==> src/rtl/multicycle_control.sv <==
// Multi-cycle MIPS control FSM: one state per datapath step, shared ALU/memory, IRQ and exception entry.
// Optional `WATCHDOG_EN builds a memory-wait timeout that pulses BusErr and enters EXCPT.
module multicycle_control #(
  parameter int TIMEOUT = 15
) (
  input  logic       clk,
  input  logic       reset,
  input  logic [5:0] OpCode,
  input  logic [5:0] Funct,
  input  logic       ker,
  input  logic       IRQ,
  input  logic       MemReady,
  input  logic       BranchTaken,
  output logic       PCWrite,
  output logic [2:0] PCSrc,
  output logic       IRWrite,
  output logic       IorD,
  output logic       MemRead,
  output logic       MemWrite,
  output logic       RegWrite,
  output logic [1:0] RegDst,
  output logic [1:0] MemtoReg,
  output logic [1:0] ALUSrcA,
  output logic [1:0] ALUSrcB,
  output logic [5:0] ALUFun,
  output logic       ExtOp,
  output logic       LuOp,
  output logic       BusErr,
  output logic [3:0] State
);
  localparam logic [3:0] S_FETCH = 4'd0, S_DECODE = 4'd1, S_MEMADR = 4'd2, S_MEMRD = 4'd3,
                         S_MEMWB = 4'd4, S_MEMWR = 4'd5, S_EXEC_R = 4'd6, S_ALUWB = 4'd7,
                         S_EXEC_I = 4'd8, S_BRANCH = 4'd9, S_JUMP = 4'd10, S_JR = 4'd11,
                         S_INTR = 4'd12, S_EXCPT = 4'd13;

  localparam logic [5:0] ALU_ADD = 6'b000000, ALU_SUB = 6'b000001, ALU_AND = 6'b011000,
                         ALU_OR  = 6'b011110, ALU_XOR = 6'b010110, ALU_NOR = 6'b010001,
                         ALU_SLL = 6'b100000, ALU_SRL = 6'b100001, ALU_SRA = 6'b100011,
                         ALU_EQ  = 6'b110011, ALU_NE  = 6'b110001, ALU_LT  = 6'b110101,
                         ALU_LEZ = 6'b111101, ALU_GTZ = 6'b111011, ALU_LTZ = 6'b111111;

  logic [3:0] st, st_nxt, disp;
  logic       irq_take, tmo;
  logic       r_ok, r_shift;
  logic [5:0] r_fun, i_fun, b_fun;

  assign State    = st;
  assign irq_take = IRQ & ~ker;

  // Instruction decode shared by DECODE dispatch and the execute states
  always_comb begin
    r_ok    = 1'b1;
    r_shift = 1'b0;
    r_fun   = ALU_ADD;
    case (Funct)
      6'h20, 6'h21: r_fun = ALU_ADD;
      6'h22, 6'h23: r_fun = ALU_SUB;
      6'h24:        r_fun = ALU_AND;
      6'h25:        r_fun = ALU_OR;
      6'h26:        r_fun = ALU_XOR;
      6'h27:        r_fun = ALU_NOR;
      6'h2a, 6'h2b: r_fun = ALU_LT;
      6'h00: begin r_fun = ALU_SLL; r_shift = 1'b1; end
      6'h02: begin r_fun = ALU_SRL; r_shift = 1'b1; end
      6'h03: begin r_fun = ALU_SRA; r_shift = 1'b1; end
      default: r_ok = 1'b0;
    endcase

    case (OpCode)
      6'h0a, 6'h0b: i_fun = ALU_LT;
      6'h0c:        i_fun = ALU_AND;
      default:      i_fun = ALU_ADD;
    endcase

    case (OpCode)
      6'h04:   b_fun = ALU_EQ;
      6'h05:   b_fun = ALU_NE;
      6'h06:   b_fun = ALU_LEZ;
      6'h07:   b_fun = ALU_GTZ;
      default: b_fun = ALU_LTZ;
    endcase

    case (OpCode)
      6'h00: begin
        if (Funct == 6'h08 || Funct == 6'h09) disp = S_JR;
        else if (r_ok)                         disp = S_EXEC_R;
        else                                   disp = S_EXCPT;
      end
      6'h23, 6'h2b:                             disp = S_MEMADR;
      6'h08, 6'h09, 6'h0a, 6'h0b, 6'h0c, 6'h0f: disp = S_EXEC_I;
      6'h01, 6'h04, 6'h05, 6'h06, 6'h07:        disp = S_BRANCH;
      6'h02, 6'h03:                             disp = S_JUMP;
      default:                                  disp = S_EXCPT;
    endcase
  end

`ifdef WATCHDOG_EN
  // wcnt counts wait cycles already spent; the TIMEOUT-th consecutive wait cycle is the one that errors
  logic       waiting;
  logic [7:0] wcnt;
  assign waiting = ((st == S_FETCH) & ~irq_take) | (st == S_MEMRD) | (st == S_MEMWR);
  assign tmo     = waiting & ~MemReady & (wcnt == 8'(TIMEOUT - 1));

  always_ff @(posedge clk) begin
    if (reset)                                      wcnt <= '0;
    else if (waiting & ~MemReady & (st_nxt == st))  wcnt <= wcnt + 8'd1;
    else                                            wcnt <= '0;
  end
`else
  assign tmo = 1'b0;
`endif

  assign BusErr = tmo & ~reset;

  always_ff @(posedge clk) begin
    if (reset) st <= S_FETCH;
    else       st <= st_nxt;
  end

  always_comb begin
    st_nxt = S_FETCH;
    case (st)
      S_FETCH: begin
        if (irq_take)      st_nxt = S_INTR;
        else if (MemReady) st_nxt = S_DECODE;
        else if (tmo)      st_nxt = S_EXCPT;
        else               st_nxt = S_FETCH;
      end
      S_DECODE: st_nxt = disp;
      S_MEMADR: st_nxt = (OpCode == 6'h23) ? S_MEMRD : S_MEMWR;
      S_MEMRD:  st_nxt = MemReady ? S_MEMWB : (tmo ? S_EXCPT : S_MEMRD);
      S_MEMWR:  st_nxt = MemReady ? S_FETCH : (tmo ? S_EXCPT : S_MEMWR);
      S_EXEC_R, S_EXEC_I: st_nxt = S_ALUWB;
      default:  st_nxt = S_FETCH;
    endcase
  end

  always_comb begin
    PCWrite  = 1'b0;  PCSrc    = 3'd0;  IRWrite = 1'b0;  IorD  = 1'b0;
    MemRead  = 1'b0;  MemWrite = 1'b0;  RegWrite = 1'b0; RegDst = 2'd0;
    MemtoReg = 2'd0;  ALUSrcA  = 2'd0;  ALUSrcB = 2'd0;  ALUFun = ALU_ADD;
    ExtOp    = 1'b0;  LuOp     = 1'b0;
    case (st)
      S_FETCH: if (!irq_take) begin
        MemRead = 1'b1;
        ALUSrcB = 2'd1;
        if (MemReady) begin IRWrite = 1'b1; PCWrite = 1'b1; end
      end
      S_DECODE: begin ALUSrcB = 2'd3; ExtOp = 1'b1; end
      S_MEMADR: begin ALUSrcA = 2'd1; ALUSrcB = 2'd2; ExtOp = 1'b1; end
      S_MEMRD:  begin MemRead = 1'b1; IorD = 1'b1; end
      S_MEMWB:  begin RegWrite = 1'b1; RegDst = 2'd1; MemtoReg = 2'd1; end
      S_MEMWR:  begin MemWrite = 1'b1; IorD = 1'b1; end
      S_EXEC_R: begin ALUSrcA = r_shift ? 2'd2 : 2'd1; ALUFun = r_fun; end
      S_EXEC_I: begin
        ALUSrcA = 2'd1;
        ALUSrcB = 2'd2;
        ExtOp   = (OpCode != 6'h0c);
        LuOp    = (OpCode == 6'h0f);
        ALUFun  = i_fun;
      end
      S_ALUWB:  begin RegWrite = 1'b1; RegDst = (OpCode == 6'h00) ? 2'd0 : 2'd1; end
      S_BRANCH: begin
        ALUSrcA = 2'd1;
        ALUFun  = b_fun;
        if (BranchTaken) begin PCWrite = 1'b1; PCSrc = 3'd1; end
      end
      S_JUMP: begin
        PCWrite = 1'b1; PCSrc = 3'd2;
        if (OpCode == 6'h03) begin RegWrite = 1'b1; RegDst = 2'd2; MemtoReg = 2'd2; end
      end
      S_JR: begin
        PCWrite = 1'b1; PCSrc = 3'd3;
        if (Funct == 6'h09) begin RegWrite = 1'b1; MemtoReg = 2'd2; end
      end
      // INTR saves the un-incremented PC, EXCPT saves PC+4; the datapath supplies which
      S_INTR:  begin RegWrite = 1'b1; RegDst = 2'd3; MemtoReg = 2'd2; PCWrite = 1'b1; PCSrc = 3'd4; end
      S_EXCPT: begin RegWrite = 1'b1; RegDst = 2'd3; MemtoReg = 2'd2; PCWrite = 1'b1; PCSrc = 3'd5; end
      default: ;
    endcase
    if (reset) begin
      PCWrite = 1'b0; IRWrite = 1'b0; MemRead = 1'b0; MemWrite = 1'b0; RegWrite = 1'b0;
    end
  end
endmodule

==> config.mk <==
export PLATFORM = sky130hd
export DESIGN_NAME = multicycle_control
export DESIGN_NICKNAME = d
export VERILOG_FILES = /design/src/rtl/multicycle_control.sv
export SDC_FILE = /design/constraint.sdc
export NUM_CORES = 1
export LEC_CHECK = 0
export ABC_AREA = 1
export ABC_CLOCK_PERIOD_IN_PS = 2800
export CELL_PAD_IN_SITES_DETAIL_PLACEMENT = 1
export CELL_PAD_IN_SITES_GLOBAL_PLACEMENT = 1
export CORE_UTILIZATION = 27
export DETAILED_ROUTE_END_ITERATION = 12
export PLACE_DENSITY_LB_ADDON = 0.1
export SYNTH_ARGS = -nofsm -noshare
export SYNTH_HDL_FRONTEND = slang
export SYNTH_SLANG_ARGS = --single-unit
==> constraint.sdc <==
create_clock -name clk -period 2.8 [get_ports clk]
set_input_delay 0.56 -clock clk [delete_from_list [all_inputs] [get_ports clk]]
set_output_delay 0.56 -clock clk [all_outputs]
set_load 0.05 [all_outputs]
==> impl_metrics.ini, run 1 <==
[outcome]
outcome = finished, final reports clean

[finish]
finalInstanceArea_um2 = 1710
fin_util_pct = 50.5
final_common_cell = nand2_1
largest_register_ffs = 4
drive_gt1_share_pct = 25.1
fin_cells = 289
n_antenna_cell = 0
layout_common_cells = nand2_1 (45), inv_1 (34), nor2_1 (25)
final_nets = 263
area_delta_synth_final_pct = 77.3

[power]
powerDensity_nw_per_um2 = 862
p_leak_nw = 0.884
vdd_ir_drop_max_mv = 0.437

[timing]
holdWs_ns = 0.860
worst_slew_pin_slew_ns = 0.513
hold_viol_final = 0
period_minus_slack_ns = 2.70
setup_viol = 0
drv_slew = 0
fin_crit_sh_pct = 96.6
relSlewSlack_pct = 65.7
fin_skew_ns = 0.00226
fmax_ghz = 0.370

[logic_synthesis]
avgSynthCellArea_um2 = 5.03
synth_edf_count = 0
synthArstFlopShare_pct = 0
ys_ff_latch = 4
synth.distinct_cells = 31
yosys_warnings = 0
synth_cells = 192
synth_area_um2 = 966
synthFlopType = dfxtp_1
syn_nets = 210
yosysSeqAreaShare_pct = 8.29

[floorplanning]
initial_core_util_pct = 28.5
core_um2 = 3390
die_area_um2 = 3820
die_x_um = 61.8
row_count = 21
pin_count = 48
die_y_um = 61.8

[route]
wl_um = 3770
wl_per_cell_um = 13.0
dr.pass1.iters = 4
via_per_inst = 4.88
final_antenna_net_count = 0
dr.first_iter.drc_count = 31
post-route-drc-count = 0
routed-via-count = 1411

[worst_setup_path]
rrSetupSlack_ns = 1.37
start_kind = input pin
endpoint_kind = primary output
worstPathRequired_ns = 2.24
critical_path_peak_fanout = 6
critPathKind = in -> out
worstPathArrival_ns = 2.14

[clocking]
cts.clk_slew.worst_paths_ns = 0.04
clockRootBuffer = clkbuf_4
cts_tree = yes
cts_max_path_buffers = 2
clkSinkCount = 4
htree_num_levels = 1
clkLatencyLatePin_ns = 0.23
ctsHoldBuffers = 0
numCtsBuffers = 3

[placed_design]
dp_hpwl_um = 3280
dp.cells = 284
io_buffers = 46
gp_congestion = 0.805
placed_area_um2 = 1650

[grt]
grt_pass1_vias = 1381
grt_max_degree = 10
grt_pass1_wl_um = 5950
grt_usage_pct = 20.7
grt_overflow = 0
antenna_found_initial = 0

[flow_run]
cap_viol_max_count = 0

[hold_path]
hp-class = reg -> reg
==> cells in the mapped netlist (3+ instances only) <==
cell / number / share of area (%)
a21oi_1: 7 / 3.6
a31oi_1: 4 / 2.6
dfxtp_1: 4 / 8.3
inv_1: 34 / 13
inv_2: 7 / 2.7
nand2_1: 45 / 17
nand2_2: 3 / 1.9
nand3_1: 19 / 9.8
nand3_2: 3 / 3.1
nand4_1: 5 / 3.2
nor2_1: 28 / 11
nor2_2: 6 / 3.9
nor2_4: 3 / 3.5
o21ai_0: 5 / 2.6
o21ai_1: 3 / 1.6
==> metrics by stage <==
stage,setup TNS (ns),worst slack [ns],total power (W)
2_1_floorplan,-0.0797,-0.0797,0.000906
3_3_place_gp,0,0.142,0.00138
3_5_place_dp,0,0.0713,0.00140
4_1_cts,0,0.0651,0.00148
5_1_grt,-0.0402,-0.0164,0.00157
6_report,0,0.0964,0.00148
==> worst paths after layout <==
| kind | from | endpoint | cells after the start |
|---|---|---|---|
| worst max-delay path | Funct[5] | ALUFun[1] | 8 |
| worst min-delay path | State[0] | State[1] | 4 |
| worst max register to register | State[0] | State[0] | 7 |
| worst min register to register | State[0] | State[1] | 4 |
==> power breakdown <==
part	total [W]	switching [W]	internal, W
combinational	0.00128	0.000830	0.000452
clock	0.0000685	0.0000208	0.0000477
sequential	0.000126	0.0000451	0.0000810
total	0.00148	0.000895	0.000581
==> logic make-up (layout without fill, tap and decap cells) <==
logic type | count (synthesis) | in the layout | share of synthesized area (%)
flip-flops | 4 | 4 | 8.29
AND/OR/NAND/NOR | 116 | 116 | 56.7
buffers and inverters | 45 | 96 | 18.0
other | 1 | 1 | 0.388
AO/OA/AOI/OAI | 26 | 26 | 16.6
==> worst max-delay path, stage by stage <==
cell and delay, ns:
clkdlybuf4s50_1 0.53, inv_1 0.09, nor2_4 0.16, nand2_1 0.13, nor3_2 0.18, a31oi_1 0.09
o22ai_1 0.23, buf_12 0.18
==> layout make-up <==
cell class / instances / area (um^2)
fill: 460 / 1680
clock buffer: 3 / 22.5
tap: 46 / 57.6
inverter: 42 / 158
timing repair buffer: 51 / 648
multi-input combinational: 143 / 747
sequential: 4 / 80.1
==> timing repair <==
action                                  in CTS  in global routing
buffers inserted                             0                  2
resized for setup                            0                  6
endpoints found under the setup margin       0                  3
==> per-layer routing <==
metal  vias to the layer above  track usage, %  wire (um)
li1                        709               -          -
met1                       663            25.5       1620
met2                        39            39.5       1970
met3                         0            3.11        183
met4                         0            1.59          0
met5                         -               0          0
No activity file was read; power rests on OpenSTA's default activity.
==> inputs of run 2 (changes only) <==
--- a/config.mk
+++ b/config.mk
@@ -7,9 +7,9 @@
 export LEC_CHECK = 0
 export ABC_AREA = 1
 export ABC_CLOCK_PERIOD_IN_PS = 2800
-export CELL_PAD_IN_SITES_DETAIL_PLACEMENT = 1
-export CELL_PAD_IN_SITES_GLOBAL_PLACEMENT = 1
-export CORE_UTILIZATION = 27
+export CELL_PAD_IN_SITES_DETAIL_PLACEMENT = 0
+export CELL_PAD_IN_SITES_GLOBAL_PLACEMENT = 2
+export CORE_UTILIZATION = 19
 export DETAILED_ROUTE_END_ITERATION = 12
 export PLACE_DENSITY_LB_ADDON = 0.1
 export SYNTH_ARGS = -nofsm -noshare
==> impl_metrics.ini, run 2 (synthesis results as in run 1) <==
[finish]
n_antenna_cell = 0
fillCellCount = 563
final_common_cell = nand2_1
final-seq-area_um2 = 80.1
drive_gt1_share_pct = 26.2
layout_common_cells = nand2_1 (45), inv_1 (34), nor2_1 (25)
multi_input_area_um2 = 746
area_delta_synth_final_pct = 82.6
largest_register_ffs = 4
final_nets = 264
finalInstanceArea_um2 = 1760

[worst_setup_path]
worstPathRequired_ns = 2.24
start_kind = input pin
critPathKind = in -> out
endpoint_kind = primary output
r2r_cells = 8
critical_path_peak_fanout = 3
worstPathArrival_ns = 2.06

[route]
dr.pass1.iters = 5
final_antenna_net_count = 0
post-route-drc-count = 0
wl_um = 3620
wl_per_cell_um = 11.6
dr.first_iter.drc_count = 64
routed-via-count = 1334
via_per_inst = 4.29

[timing]
relSlewSlack_pct = 66.6
worst_slew_pin_slew_ns = 0.499
drv_slew = 0
rsz0062_at_grt = no
hold_viol_final = 0
holdWs_ns = 0.816
period_minus_slack_ns = 2.62
setup_tns_ns = 0
setup_viol = 0
fmax_ghz = 0.382
fin_skew_ns = 0.000492
fin_crit_sh_pct = 93.5

[hold_path]
hp-class = reg -> reg
whs_path_depth = 4

[clocking]
clockRootBuffer = clkbuf_8
clkLatencyLatePin_ns = 0.22
cts_setup_buffers = 0
cts_tree = yes
clkSinkCount = 4
numCtsBuffers = 3
htree_num_levels = 1
cts.clk_slew.worst_paths_ns = 0.03
cts_max_path_buffers = 2

[placed_design]
dp_hpwl_um = 3170
gp_congestion = 0.759
placed_area_um2 = 1700
io_buffers = 46

[floorplanning]
die_x_um = 73.3
row_count = 25
pin_count = 48
die_area_um2 = 5370
core_um2 = 4820
initial_core_util_pct = 20.1
die_y_um = 73.3

[grt]
grt_use_met2_pct = 22.7
met3_usage_pct = 2.74
grt_max_degree = 10
grt_pass1_vias = 1239
grt_pass1_wl_um = 6050
antenna_found_initial = 0
use_met1_pct = 21.4
grt.busiest_layer = met2
grt_usage_pct = 14.6
grt_overflow = 0

[outcome]
outcome = finished, final reports clean

[power]
powerDensity_nw_per_um2 = 861
vdd_ir_drop_max_mv = 0.349
p_leak_nw = 0.899

[flow_run]
cap_viol_max_count = 0
-- run 2: metrics by stage --
step	cells	worst slack [ns]	util, %	total power [W]
3_5_place_dp	308	0.117	35.2	0.00140
6_report	311	0.181	36.6	0.00152
4_1_cts	311	0.113	36.1	0.00153
5_1_grt	311	0.0134	36.6	0.00163
2_1_floorplan	192	-0.0797	-	0.000906
3_3_place_gp	308	0.0562	35.2	0.00141
-- run 2: routing by layer --
metal | routed length [um] | vias up
met2 | 1590 | 37
met5 | 0 | -
met3 | 196 | 2
met4 | 2 | 0
met1 | 1820 | 583
li1 | - | 712
-- run 2: area by class of cell --
type	instances	area share [%]
Timing Repair Buffer	52	37.2
Clock buffer	3	2.34
Inverter	42	8.94
Tap cell	67	4.75
Multi-Input combinational cell	143	42.3
Sequential cell	4	4.54
-- run 2: timing repair --
item / 4_1_cts / 5_1_grt
hold buffers: 0 / 0
resized for setup: 0 / 6
setup endpoints to repair: 0 / 3
-- run 2: worst max-delay path, cell delays in order --
cell             delay (ns)
clkdlybuf4s50_1        0.50
inv_1                  0.07
nor2_1                 0.12
nand2_1                0.14
nor3_1                 0.23
a31oi_1                0.10
o22ai_2                0.17
buf_12                 0.16
-- run 2: worst paths after layout --
kind | start | end | slack [ns]
setup reg to reg | State[1] | State[0] | 1.39
hold reg to reg | State[0] | State[1] | 0.82
setup / recovery | Funct[2] | ALUFun[1] | 0.18
hold / removal | State[0] | State[1] | 0.82
-- run 2: where the power goes --
| group | total, W | leakage, nW | internal [W] | switching [W] |
|---|---|---|---|---|
| registers | 0.000122 | 0.0329 | 0.0000810 | 0.0000406 |
| logic | 0.00127 | 0.844 | 0.000454 | 0.000820 |
| clock network | 0.000123 | 0.0216 | 0.0000918 | 0.0000314 |
| total | 0.00152 | 0.899 | 0.000627 | 0.000892 |
==> inputs of run 3 (changes only) <==
--- a/config.mk
+++ b/config.mk
@@ -11,6 +11,7 @@
 export CELL_PAD_IN_SITES_GLOBAL_PLACEMENT = 2
 export CORE_UTILIZATION = 19
 export DETAILED_ROUTE_END_ITERATION = 12
+export GPL_ROUTABILITY_DRIVEN = 1
 export PLACE_DENSITY_LB_ADDON = 0.1
 export SYNTH_ARGS = -nofsm -noshare
 export SYNTH_HDL_FRONTEND = slang
==> results of run 3 <==
Same layout as run 2: the final DEF is identical, and so are final timing and power.
==> RTL edit 1, RTL diff (config.mk and constraints of run 3) <==
Build with the macro `WATCHDOG_EN` defined.
--- a/src/rtl/multicycle_control.sv
+++ b/src/rtl/multicycle_control.sv
@@ -1,5 +1,7 @@
 // Multi-cycle MIPS control FSM: one state per datapath step, shared ALU/memory, IRQ and exception entry.
 // Optional `WATCHDOG_EN builds a memory-wait timeout that pulses BusErr and enters EXCPT.
+`define WATCHDOG_EN
+
 module multicycle_control #(
   parameter int TIMEOUT = 15
 ) (
Check against the original RTL: no difference found for any inputs over 10 cycles, from zero or initial values and one cycle with reset high; that may be too few to reach the edited logic, so the function may still have changed.
==> RTL edit 1 against run 3 <==
- die area is 36% higher
- global-route usage is 1.4 points lower
- clock skew hardly changed
- routed wire length is 25% higher
- sequential cell count is 8 higher
- area after synthesis is 37% higher
- total power is 22% higher
- sequential power is 98% higher
- highest routed layer unchanged
- final area is 25% higher
- largest cell class unchanged
- hold slack worse by 0.35 ns
- worst setup slack worse by 0.027 ns
==> RTL edit 1: results (changes against run 3) <==
largest_reg_flops: 8  # +4
dp_hpwl_mm: 3.88  # +23%
yosysSeqAreaShare: 0.182  # +0.0991
wl_mm: 4.51  # +25%
final_cells: 362  # +16%
io_buffers: 47  # +2.2%
critPathArrivalTime_ns: 2.09  # +0.03 ns
gp_congestion: 0.759  # -0.11%
drive_gt1_frac: 0.252  # -0.0105
drt-vias-per-instance: 4.34  # +1.1%
finalNetCount: 303  # +15%
grt_first_pass_wirelength_mm: 7.60  # +26%
dpl.cell_count: 358  # +16%
syn-num-nets: 245  # +17%
route.met2.wl_mm: 2.05  # +29%
path_clk_slew_ns: 0.06  # +0.03 ns
power.switching_mw: 1.03  # +15%
synth_commonest_cells: "inv_1 (40), nor2_1 (36), nand2_1 (35)"
p_clk_uw: 195  # +59%
status: "finished clean"
clkLatencyLatePin_ns: 0.24  # +0.02 ns
m1WireLength_mm: 2.29  # +26%
track_usage: 0.131  # -0.0142
fin_worst_skew_ns: 0.000394  # -0.0000979 ns
slew_headroom: 0.666  # about the same
crit_path_max_fanout: 5  # +2
dr.pass1.iters: 4  # -1
## RTL edit 1: per-layer routing
layer / vias to the layer above / track usage
met3: 2 / 0.0302
met2: 28 / 0.216
met5: - / 0
li1: 843 / -
met1: 697 / 0.181
met4: 0 / 0.0136
## RTL edit 1: metrics by stage
stage	power, mW	hold WS [ns]	util	setup WS (ns)	cell area [sq um]
after global placement	1.70	0.453	0.317	0.0762	2140
final	1.86	0.461	0.327	0.154	2210
after global routing	1.98	0.510	0.327	0.00498	2210
after CTS	1.88	0.465	0.325	0.0495	2200
after floorplan	1.11	0.430	-	-0.105	1360
after detailed placement	1.68	0.457	0.317	0.0561	2140
## RTL edit 1: kinds of logic after synthesis
| family | count (synthesis) |
|---|---|
| AND/OR/NAND/NOR | 127 |
| XOR/XNOR | 6 |
| buffers and inverters | 44 |
| flip-flops | 12 |
| AO/OA/AOI/OAI | 34 |
| adder cells (fa/ha/maj) | 2 |
## RTL edit 1: worst paths after layout
| path | slack (ns) | from | cells after the start | endpoint |
|---|---|---|---|---|
| worst min-delay path | 0.46 | wcnt[0]$_SDFF_PP0_ | 1 | wcnt[0]$_SDFF_PP0_ |
| worst min register to register | 0.46 | wcnt[0]$_SDFF_PP0_ | 1 | wcnt[0]$_SDFF_PP0_ |
| worst max register to register | 1.13 | State[1]$_SDFF_PP0_ | 9 | State[2]$_SDFF_PP0_ |
| worst max-delay path | 0.15 | OpCode[4] | 10 | RegWrite |
## RTL edit 1: final cells by class
class / instances / area share
Timing Repair Buffer: 55 / 0.317
Tap cell: 80 / 0.0452
Multi-Input combinational cell: 169 / 0.431
Inverter: 42 / 0.0713
Sequential cell: 12 / 0.111
Clock buffer: 4 / 0.0249
==> RTL edit 2, RTL diff (config.mk and constraints of run 3) <==
Without the edit above. Put a register stage on the output `BusErr`, without a reset. The value now appears one clock later. The other outputs are not delayed to match.
--- a/src/rtl/multicycle_control.sv
+++ b/src/rtl/multicycle_control.sv
@@ -110,7 +110,9 @@
   assign tmo = 1'b0;
 `endif
 
-  assign BusErr = tmo & ~reset;
+  always_ff @(posedge clk) begin
+    BusErr <= tmo & ~reset;
+  end
 
   always_ff @(posedge clk) begin
     if (reset) st <= S_FETCH;
Check against the original RTL: equivalent (Yosys induction, for registers that start in step).
==> RTL edit 2 against run 3 <==
- worst setup slack worse by 0.071 ns
- routed wire length shrank 2.5%
- die area is 2.8% lower
- final area shrank 2.6%
- total power down 2.6%
- clock power fell by 4%
- fmax decreased by 2.7%
- global-route usage is 0.71 points lower
- core utilization shrank 0.25 points
- area after synthesis is 2.8% lower
- sequential cell count is the same
- largest cell class unchanged
==> RTL edit 2: results (changes against run 3) <==
clock_path_buffers: 2  # unchanged
largest_reg_flops: 4  # unchanged
synth_commonest_cells: "nand2_1 (34), nor2_1 (30), inv_1 (23)"
htreeDepth: 1  # unchanged
post_cts_resized: 0  # unchanged
gp_congestion: 0.793  # +4.4%
synth-compound-area-share: 0.192  # +0.0262
synthXorXnorAreaFrac: 0  # unchanged
yosysSeqAreaShare: 0.0853  # +0.00243
drive_gt1_frac: 0.291  # +0.0290
grt_first_pass_wirelength_mm: 5.69  # -5.9%
path_clk_slew_ns: 0.03  # about the same
ys_types: 31  # unchanged
grt_max_degree: 9  # -1
grt_pass1_vias: 1215  # -1.9%
antennaDiodeCount: 0  # unchanged
synthAdderAreaFrac: 0  # unchanged
fin_worst_skew_ns: 0.00203  # +0.00153 ns
synthTopCellsByArea: "nand2_1 (14%), nor2_1 (12%), inv_1 (9.2%)"
wl_mm: 3.53  # -2.5%
worstSetupPathType: "in2out"
antenna_found_initial: 0  # unchanged
yosysWarnings: 0  # unchanged
hp-class: "reg2reg"
r2r-start: "State[3]$_SDFF_PP0_"
cts-buffers-inserted: 3  # unchanged
syn_inst: 180  # -6.3%
peakVddDrop_mv: 0.368  # +5.3%
final_area_sq_um: 1720  # -2.6%
drt-vias-per-instance: 4.33  # +1.0%
synth_mux_area_frac: 0  # unchanged
crit_path_max_fanout: 7  # +4
async_reset_ff_frac: 0  # unchanged
io_buffers: 46  # unchanged
power.leakage_nw: 0.806  # -10%
dr.pass1.iters: 4  # -1
dp_slack_ns: 0.116  # -0.000725 ns
critPathArrivalTime_ns: 2.13  # +0.07 ns
cts_setup_buffers: 0  # unchanged
finalNetCount: 250  # -5.3%
min_from: "State[0]$_SDFF_PP0_"
status: "finished clean"
dpl.cell_count: 294  # -4.5%
synthFlopType: "dfxtp_1"
crit_path_start: "Funct[1]"
dp_hpwl_mm: 3.07  # -2.9%
track_usage: 0.138  # -0.00712
slew_headroom: 0.668  # +0.00212
final_cells: 297  # -4.5%
cts-root-buf: "clkbuf_8"
fillers: 524  # -6.9%
drt-initial-drc-count: 62  # -3.1%
syn-num-nets: 198  # -5.7%
## RTL edit 2: cells by family (layout without fill, tap and decap cells)
kind of cell | after synthesis | count (layout)
buf+inv | 37 | 87
compound gates | 29 | 29
flops | 4 | 4
simple gates | 109 | 109
other cells | 1 | 1
## RTL edit 2: power by group
part / switching (mW) / leakage, nW / internal, mW
registers: 0.0358 / 0.0329 / 0.0808
logic: 0.819 / 0.752 / 0.426
clock network: 0.0263 / 0.0216 / 0.0913
total: 0.881 / 0.806 / 0.598
## RTL edit 2: final cells by class
class / instances / share of cell area
sequential: 4 / 0.0466
tap: 67 / 0.0488
inverter: 35 / 0.0765
multi-input combinational: 139 / 0.437
timing repair buffer: 49 / 0.367
clock buffer: 3 / 0.0240
## RTL edit 2: worst paths after layout
path,endpoint,slack [ns],cells past startpoint
max,ALUFun[0],0.11,6
min,State[1]$_SDFF_PP0_,0.89,4
max reg2reg,State[0]$_SDFF_PP0_,1.36,7
min reg2reg,State[1]$_SDFF_PP0_,0.89,4
## RTL edit 2: worst max-delay path, stage by stage
cell and delay [ns]:
clkdlybuf4s50_1 0.63, nand2_1 0.15, nor3_1 0.19, a311oi_1 0.07, o21ai_0 0.34, buf_12 0.19
## RTL edit 2: layer usage
metal / wire length [um] / up-vias / global-route usage / share of wire
met3: 149 / 2 / 0.0167 / 0.042
li1: - / 685 / - / -
met5: 0 / - / 0 / 0
met4: 11 / 0 / 0.0261 / 0.0031
met1: 1740 / 572 / 0.188 / 0.49
met2: 1620 / 28 / 0.236 / 0.46
